File: config.mk
export PLATFORM = sky130hd
export DESIGN_NAME = dyn_console_writer
export DESIGN_NICKNAME = d
export VERILOG_FILES = /design/src/rtl/console_pkg.sv /design/src/rtl/console_cell_addr.sv /design/src/rtl/dyn_console_writer.sv
export SDC_FILE = /design/constraint.sdc
export NUM_CORES = 1
export LEC_CHECK = 0
export CORE_MARGIN = 2
export CORE_UTILIZATION = 60
export DETAILED_ROUTE_END_ITERATION = 10
export DONT_BUFFER_PORTS = 1
export GPL_ROUTABILITY_DRIVEN = 0
export GPL_TIMING_DRIVEN = 0
export PLACE_DENSITY_LB_ADDON = 0.25
export SKIP_LAST_GASP = 1
export SLEW_MARGIN = 5
export SYNTH_ARGS = -nofsm -noshare
export SYNTH_HDL_FRONTEND = slang
export SYNTH_HIERARCHICAL = 1
export SYNTH_SLANG_ARGS = --single-unit
File: constraint.sdc
create_clock -name px_clk -period 4.47 [get_ports px_clk]
set_clock_uncertainty 0.2 [all_clocks]
set_input_delay 0.447 -clock px_clk [delete_from_list [all_inputs] [get_ports px_clk]]
set_output_delay 0.447 -clock px_clk [all_outputs]
set_load 0.03 [all_outputs]
File: src/rtl/console_pkg.sv
// Shared console constants, control codes, FSM encoding and the VRAM write payload.
package console_pkg;

  localparam int unsigned SIZE     = 16;
  localparam int unsigned SCREEN_W = 640 / SIZE;
  localparam int unsigned SCREEN_H = 480 / SIZE;
  localparam int unsigned CELLS    = SCREEN_W * SCREEN_H;
  localparam int unsigned ADDR_W   = 13;
  localparam int unsigned COORD_W  = 10;
  localparam int unsigned CHAR_W   = 8;

  localparam logic [CHAR_W-1:0] CH_BS    = 8'h08;
  localparam logic [CHAR_W-1:0] CH_LF    = 8'h0A;
  localparam logic [CHAR_W-1:0] CH_FF    = 8'h0C;
  localparam logic [CHAR_W-1:0] CH_CR    = 8'h0D;
  localparam logic [CHAR_W-1:0] CH_SPACE = 8'h20;
  localparam logic [CHAR_W-1:0] CH_TILDE = 8'h7E;

  typedef enum logic {
    ST_IDLE  = 1'b0,
    ST_CLEAR = 1'b1
  } state_e;

  typedef struct packed {
    logic [ADDR_W-1:0] addr;
    logic [CHAR_W-1:0] data;
  } vram_wr_t;

  // Codes that produce a glyph write (space through tilde).
  function automatic logic is_printable(input logic [CHAR_W-1:0] c);
    return (c >= CH_SPACE) && (c <= CH_TILDE);
  endfunction

endpackage

File: src/rtl/console_cell_addr.sv
// Row-major cell address: addr = row * screenW + col, full 13-bit arithmetic.
// Ports: row, col (cursor coordinates) -> addr_c (combinational VRAM address).
module console_cell_addr
  import console_pkg::*;
#(
  parameter int unsigned screenW = SCREEN_W
) (
  input  logic [COORD_W-1:0] row,
  input  logic [COORD_W-1:0] col,
  output logic [ADDR_W-1:0]  addr_c
);

  assign addr_c = ADDR_W'(row) * ADDR_W'(screenW) + ADDR_W'(col);

endmodule

File: src/rtl/dyn_console_writer.sv
// Character-stream writer for the text console: cursor tracking, control codes,
// single-cycle VRAM writes and a sequential full-screen clear.
// Ports: px_clk/rst_n; char_i/char_valid_i/char_ready_o handshake; clear_i;
//        addr_wr/data_wr/we_wr VRAM write port; cursor_col/cursor_row; busy_o.
module dyn_console_writer
  import console_pkg::*;
#(
  parameter int unsigned size    = SIZE,
  parameter int unsigned screenW = 640 / size,
  parameter int unsigned screenH = 480 / size
) (
  input  logic                px_clk,
  input  logic                rst_n,
  input  logic [CHAR_W-1:0]   char_i,
  input  logic                char_valid_i,
  output logic                char_ready_o,
  input  logic                clear_i,
  output logic [ADDR_W-1:0]   addr_wr,
  output logic [CHAR_W-1:0]   data_wr,
  output logic                we_wr,
  output logic [COORD_W-1:0]  cursor_col,
  output logic [COORD_W-1:0]  cursor_row,
  output logic                busy_o
);

  localparam int unsigned CELLS_L = screenW * screenH;

  state_e               state_q, state_d;
  logic [COORD_W-1:0]   col_d, row_d, row_next_c, addr_col_c;
  logic [ADDR_W-1:0]    cell_addr_c;
  vram_wr_t             wr_d;
  logic                 we_d, busy_d, accept_c;

  assign char_ready_o = (state_q == ST_IDLE) && !clear_i && rst_n;
  assign accept_c     = char_valid_i && char_ready_o;

  // Backspace writes at the column to the left of the cursor.
  assign addr_col_c = (char_i == CH_BS) ? cursor_col - COORD_W'(1) : cursor_col;
  assign row_next_c = (cursor_row == COORD_W'(screenH - 1)) ? '0 : cursor_row + COORD_W'(1);

  console_cell_addr #(.screenW(screenW)) u_cell_addr (
    .row    (cursor_row),
    .col    (addr_col_c),
    .addr_c (cell_addr_c)
  );

  // Next-state, cursor and write-port decode.
  always_comb begin
    state_d = state_q;
    col_d   = cursor_col;
    row_d   = cursor_row;
    wr_d    = '{addr: addr_wr, data: data_wr};
    we_d    = 1'b0;
    unique case (state_q)
      ST_IDLE: begin
        if (clear_i || (accept_c && char_i == CH_FF)) begin
          state_d = ST_CLEAR;
          col_d   = '0;
          row_d   = '0;
          wr_d    = '{addr: '0, data: CH_SPACE};
          we_d    = 1'b1;
        end else if (accept_c) begin
          if (is_printable(char_i)) begin
            wr_d = '{addr: cell_addr_c, data: char_i};
            we_d = 1'b1;
            if (cursor_col == COORD_W'(screenW - 1)) begin
              col_d = '0;
              row_d = row_next_c;
            end else begin
              col_d = cursor_col + COORD_W'(1);
            end
          end else if (char_i == CH_CR) begin
            col_d = '0;
          end else if (char_i == CH_LF) begin
            col_d = '0;
            row_d = row_next_c;
          end else if (char_i == CH_BS && cursor_col != '0) begin
            col_d = addr_col_c;
            wr_d  = '{addr: cell_addr_c, data: CH_SPACE};
            we_d  = 1'b1;
          end
        end
      end
      ST_CLEAR: begin
        // Leave CLEAR on the edge that presents the last cell so input reopens then.
        wr_d = '{addr: addr_wr + ADDR_W'(1), data: CH_SPACE};
        we_d = 1'b1;
        if (addr_wr == ADDR_W'(CELLS_L - 2)) state_d = ST_IDLE;
      end
      default: state_d = ST_IDLE;
    endcase
    busy_d = (state_d == ST_CLEAR);
  end

  // State and registered outputs.
  always_ff @(posedge px_clk or negedge rst_n) begin
    if (!rst_n) begin
      state_q    <= ST_IDLE;
      cursor_col <= '0;
      cursor_row <= '0;
      addr_wr    <= '0;
      data_wr    <= '0;
      we_wr      <= 1'b0;
      busy_o     <= 1'b0;
    end else begin
      state_q    <= state_d;
      cursor_col <= col_d;
      cursor_row <= row_d;
      addr_wr    <= wr_d.addr;
      data_wr    <= wr_d.data;
      we_wr      <= we_d;
      busy_o     <= busy_d;
    end
  end

endmodule

==> results.toml <==
[run_status]
status = "complete, no violations"

[worst_setup_path]
crit_cells = 15
critPathKind = "flop to flop"
r2r_start = "cursor_col[2]"
reg2reg_slack_ns = 0.58
worstPathCellList = "clkbuf_1, or3_1, or3_1, xnor2_1, ha_1, inv_1, fa_1, nor2b_4, o21ai_2, a21boi_2, o21a_1, nor2_1, xnor2_1, a32oi_1, o311ai_0"
slowest_delay_ns = 0.50
setup.worst_path.end_class = "flop"
crit_required_ns = 4.42
cp_top_family = "simple AND/OR/NAND/NOR gates"
critical_path_buf_inv_count = 2
start_kind = "flop"
crit_path_top_delay_cell = "dfrtp_1"
r2r-end = "addr_wr[9]"
ff2ff_path_depth = 15
cp_max_fo = 8
arrival_ns = 3.83

[global_routing]
use_met1_pct = 37.66
grt_max_degree = 44
grtUsageTotal_pct = 29.06
grt_busiest_layer = "met2"
gr-total-overflow = 0
met3_usage_pct = 6.444
grt_pass1_wl_um = 14970
use_met2_pct = 48.10
antenna_found_initial = 0
first_global_vias = 3151

[timing]
final-max-slew-violation-count = 0
tightest_slew_ns = 0.8554
fmax_mhz = 257.4
setup_violations = 0
period_share_pct = 86.92
fin_hold_ws_ns = 0.05545
tns_ns = 0
hold_viol_final = 0
slew-limit-headroom_pct = 42.98
layout_min_cycle_time_ns = 3.885
grt_setup_unrepaired = "false"

[worst_hold_path]
hold_end = "data_wr[3]"
hold_class = "input port to flop"
hold_path_depth = 2
holdCritStartpoint = "char_i[3]"

[detailed_routing]
drc = 0
dr.first_iter.drc_count = 263
wl_per_cell_um = 17.59
routed_wl_um = 8848
detail-route-antenna-nets = 0
drt_pass1_iterations = 5
vias = 3312
viasPerCell = 6.584

[cts]
clk_transition_reported_paths_ns = 0.09
root_buffer = "clkbuf_8"
cts_resized = 0
cts_buffer_depth = 2
cts_tree = "built"
numCtsBuffers = 5
clkLatencyLatePin_ns = 0.31
clock-sinks = 43
htree_num_levels = 2

[pwr]
p_per_area_nw_per_um2 = 342.4
max-vdd-ir-drop_mv = 0.2437
p_leak_nw = 1.683

[placement]
hpwlAfterDp_um = 6449
dp_cells = 493
port_buffers = 0

[layout]
final_nets = 470
area_growth_pct = 7.453
finalNonFillerCells = 503
diodes = 0
final-seq-area_um2 = 1076
multi_input_area_um2 = 2295
drive_gt1_share_pct = 9.049
num-fill-cells = 466

[floorplanning]
fp.dieArea_um2 = 6534
core-area_um2 = 5608
rows = 27
die_y_um = 80.84
start_util_pct = 63.16
ioPinCount = 56
die_w_um = 80.84

[yosys]
async_flop_share_pct = 100.0
synth_ff_type = "dfrtp_1"
avgSynthCellArea_um2 = 8.414
synth.cell_area_um2 = 3542
netlist_instances = 421
ys.warnings.count = 6
synthesis.nets = 461
ys_seq_area_share_pct = 30.38
ys_ff_latch = 43
synth-edff-count = 0
synth_cell_types = 69

[run]
max-cap-violations = 0
## worst max path at each step
stage,slack (ns),from,endpoint
after floorplan,0.93,char_i[0],addr_wr[11]
after global placement,0.54,char_i[0],addr_wr[12]
after detailed placement,0.55,char_i[0],addr_wr[12]
after CTS,0.63,cursor_col[2],addr_wr[12]
after global routing,0.35,cursor_col[2],addr_wr[12]
final,0.58,cursor_col[2],addr_wr[9]
## flip-flops by register name (all words and copies together), names as in the netlist
| name | count |
|---|---|
| addr_wr | 13 |
| we_wr | 1 |
| cursor_col | 10 |
| state_q | 1 |
| data_wr | 8 |
| cursor_row | 10 |
## through the flow
stage	total power [mW]	cell area [µm²]	setup slack (ns)	utilization [%]
global route	1.377	3806	0.3550	67.87
CTS	1.303	3806	0.6349	67.87
finish	1.303	3806	0.5847	67.87
floorplan	0.8541	3542	0.9311	-
detailed placement	0.9239	3632	0.5497	64.77
global placement	0.9107	3632	0.5369	64.77
## kinds of logic (layout without fill, tap and decap cells)
kind of cell    count (synthesis)  in the layout  synth area share, %
xor+xnor                       29             29                7.171
simple gates                  165            165                25.19
fa+ha+maj                      28             28                10.31
buf+inv                        39             49                4.839
compound gates                117            117                22.11
flops                          43             43                30.38
## worst reg2reg max path, cell delays in order (launching register included)
cell and delay (ns):
dfrtp_1 0.50, clkbuf_1 0.26, or3_1 0.44, or3_1 0.39
xnor2_1 0.23, ha_1 0.20, inv_1 0.06, fa_1 0.44
nor2b_4 0.14, o21ai_2 0.07, a21boi_2 0.17, o21a_1 0.14
nor2_1 0.05, xnor2_1 0.14, a32oi_1 0.16, o311ai_0 0.15
## synthesized netlist by cell type (all sizes together) (3+ instances only)
cell type   n  area (µm²)
or2         7       43.79
a222oi      3       30.03
nor2b       4       32.53
nor4b       3       32.53
a32oi       4       35.03
a31oi       4       25.02
inv        18       67.56
and3        7       43.79
a211oi      4       40.03
nor3       10       50.05
xor2        5       43.79
nor4        4       46.29
xnor2      24       210.2
o221ai      3       32.53
a21o        5       37.54
ha         26       325.3
nand2b      4       25.02
a21oi      26       133.9
nand4       6       37.54
a21boi      3       26.28
nand3      30       150.1
o21ai      36       183.9
o311ai      3       26.28
clkbuf     11       41.29
o31ai       5       37.54
or3         3       23.77
nor2       29       108.9
or4         5       41.29
dfrtp      43        1076
nand2      41       153.9
a221oi      4       35.03
buf         8       53.80
o22ai       5       31.28
a22oi       3       22.52
## cell usage in the layout, fill, tap and decap left out, types with 4 or more instances in the layout
cell and count:
nor3_1 10, xor2_1 5, clkbuf_1 11, and3_1 7
xnor2_1 24, a21oi_1 25, or2_2 5, a32oi_1 4
or4_1 4, a21o_1 5, buf_2 4, a221oi_1 4
nand4_1 6, a31oi_1 4, o31ai_1 5, nor2_1 29
o21ai_0 29, o21ai_1 6, clkbuf_8 5, nand2b_1 4
o22ai_1 5, nand3_1 30, dfrtp_1 43, nand2_1 41
inv_1 18, ha_1 26
## repair_timing
action / in CTS / in global routing
hold endpoints to repair: 43 / 0
endpoints found under the setup margin: 0 / 0
hold buffers: 2 / 0
setup buffers: 0 / 0
## per-layer routing
| layer | routed length, µm | vias to the layer above |
|---|---|---|
| met5 | 0 | - |
| met4 | 176 | 0 |
| met3 | 786 | 18 |
| met2 | 4118 | 174 |
| met1 | 3767 | 1548 |
| li1 | - | 1572 |
## power breakdown
part | switching [mW] | total [mW] | internal (mW)
Combinational | 0.134 | 0.256 | 0.122
Sequential | 0.231 | 0.677 | 0.447
Clock | 0.147 | 0.370 | 0.223
Total | 0.512 | 1.30 | 0.791
## cell type report
cell class / count / area share, %
clock buffer: 5 / 1.808
clock inverter: 3 / 1.775
tap: 72 / 2.367
buffer: 19 / 2.498
sequential: 43 / 28.27
inverter: 20 / 2.005
timing repair buffer: 2 / 0.9862
multi-input combinational: 339 / 60.29
No activity file was read; power rests on OpenSTA's default activity.
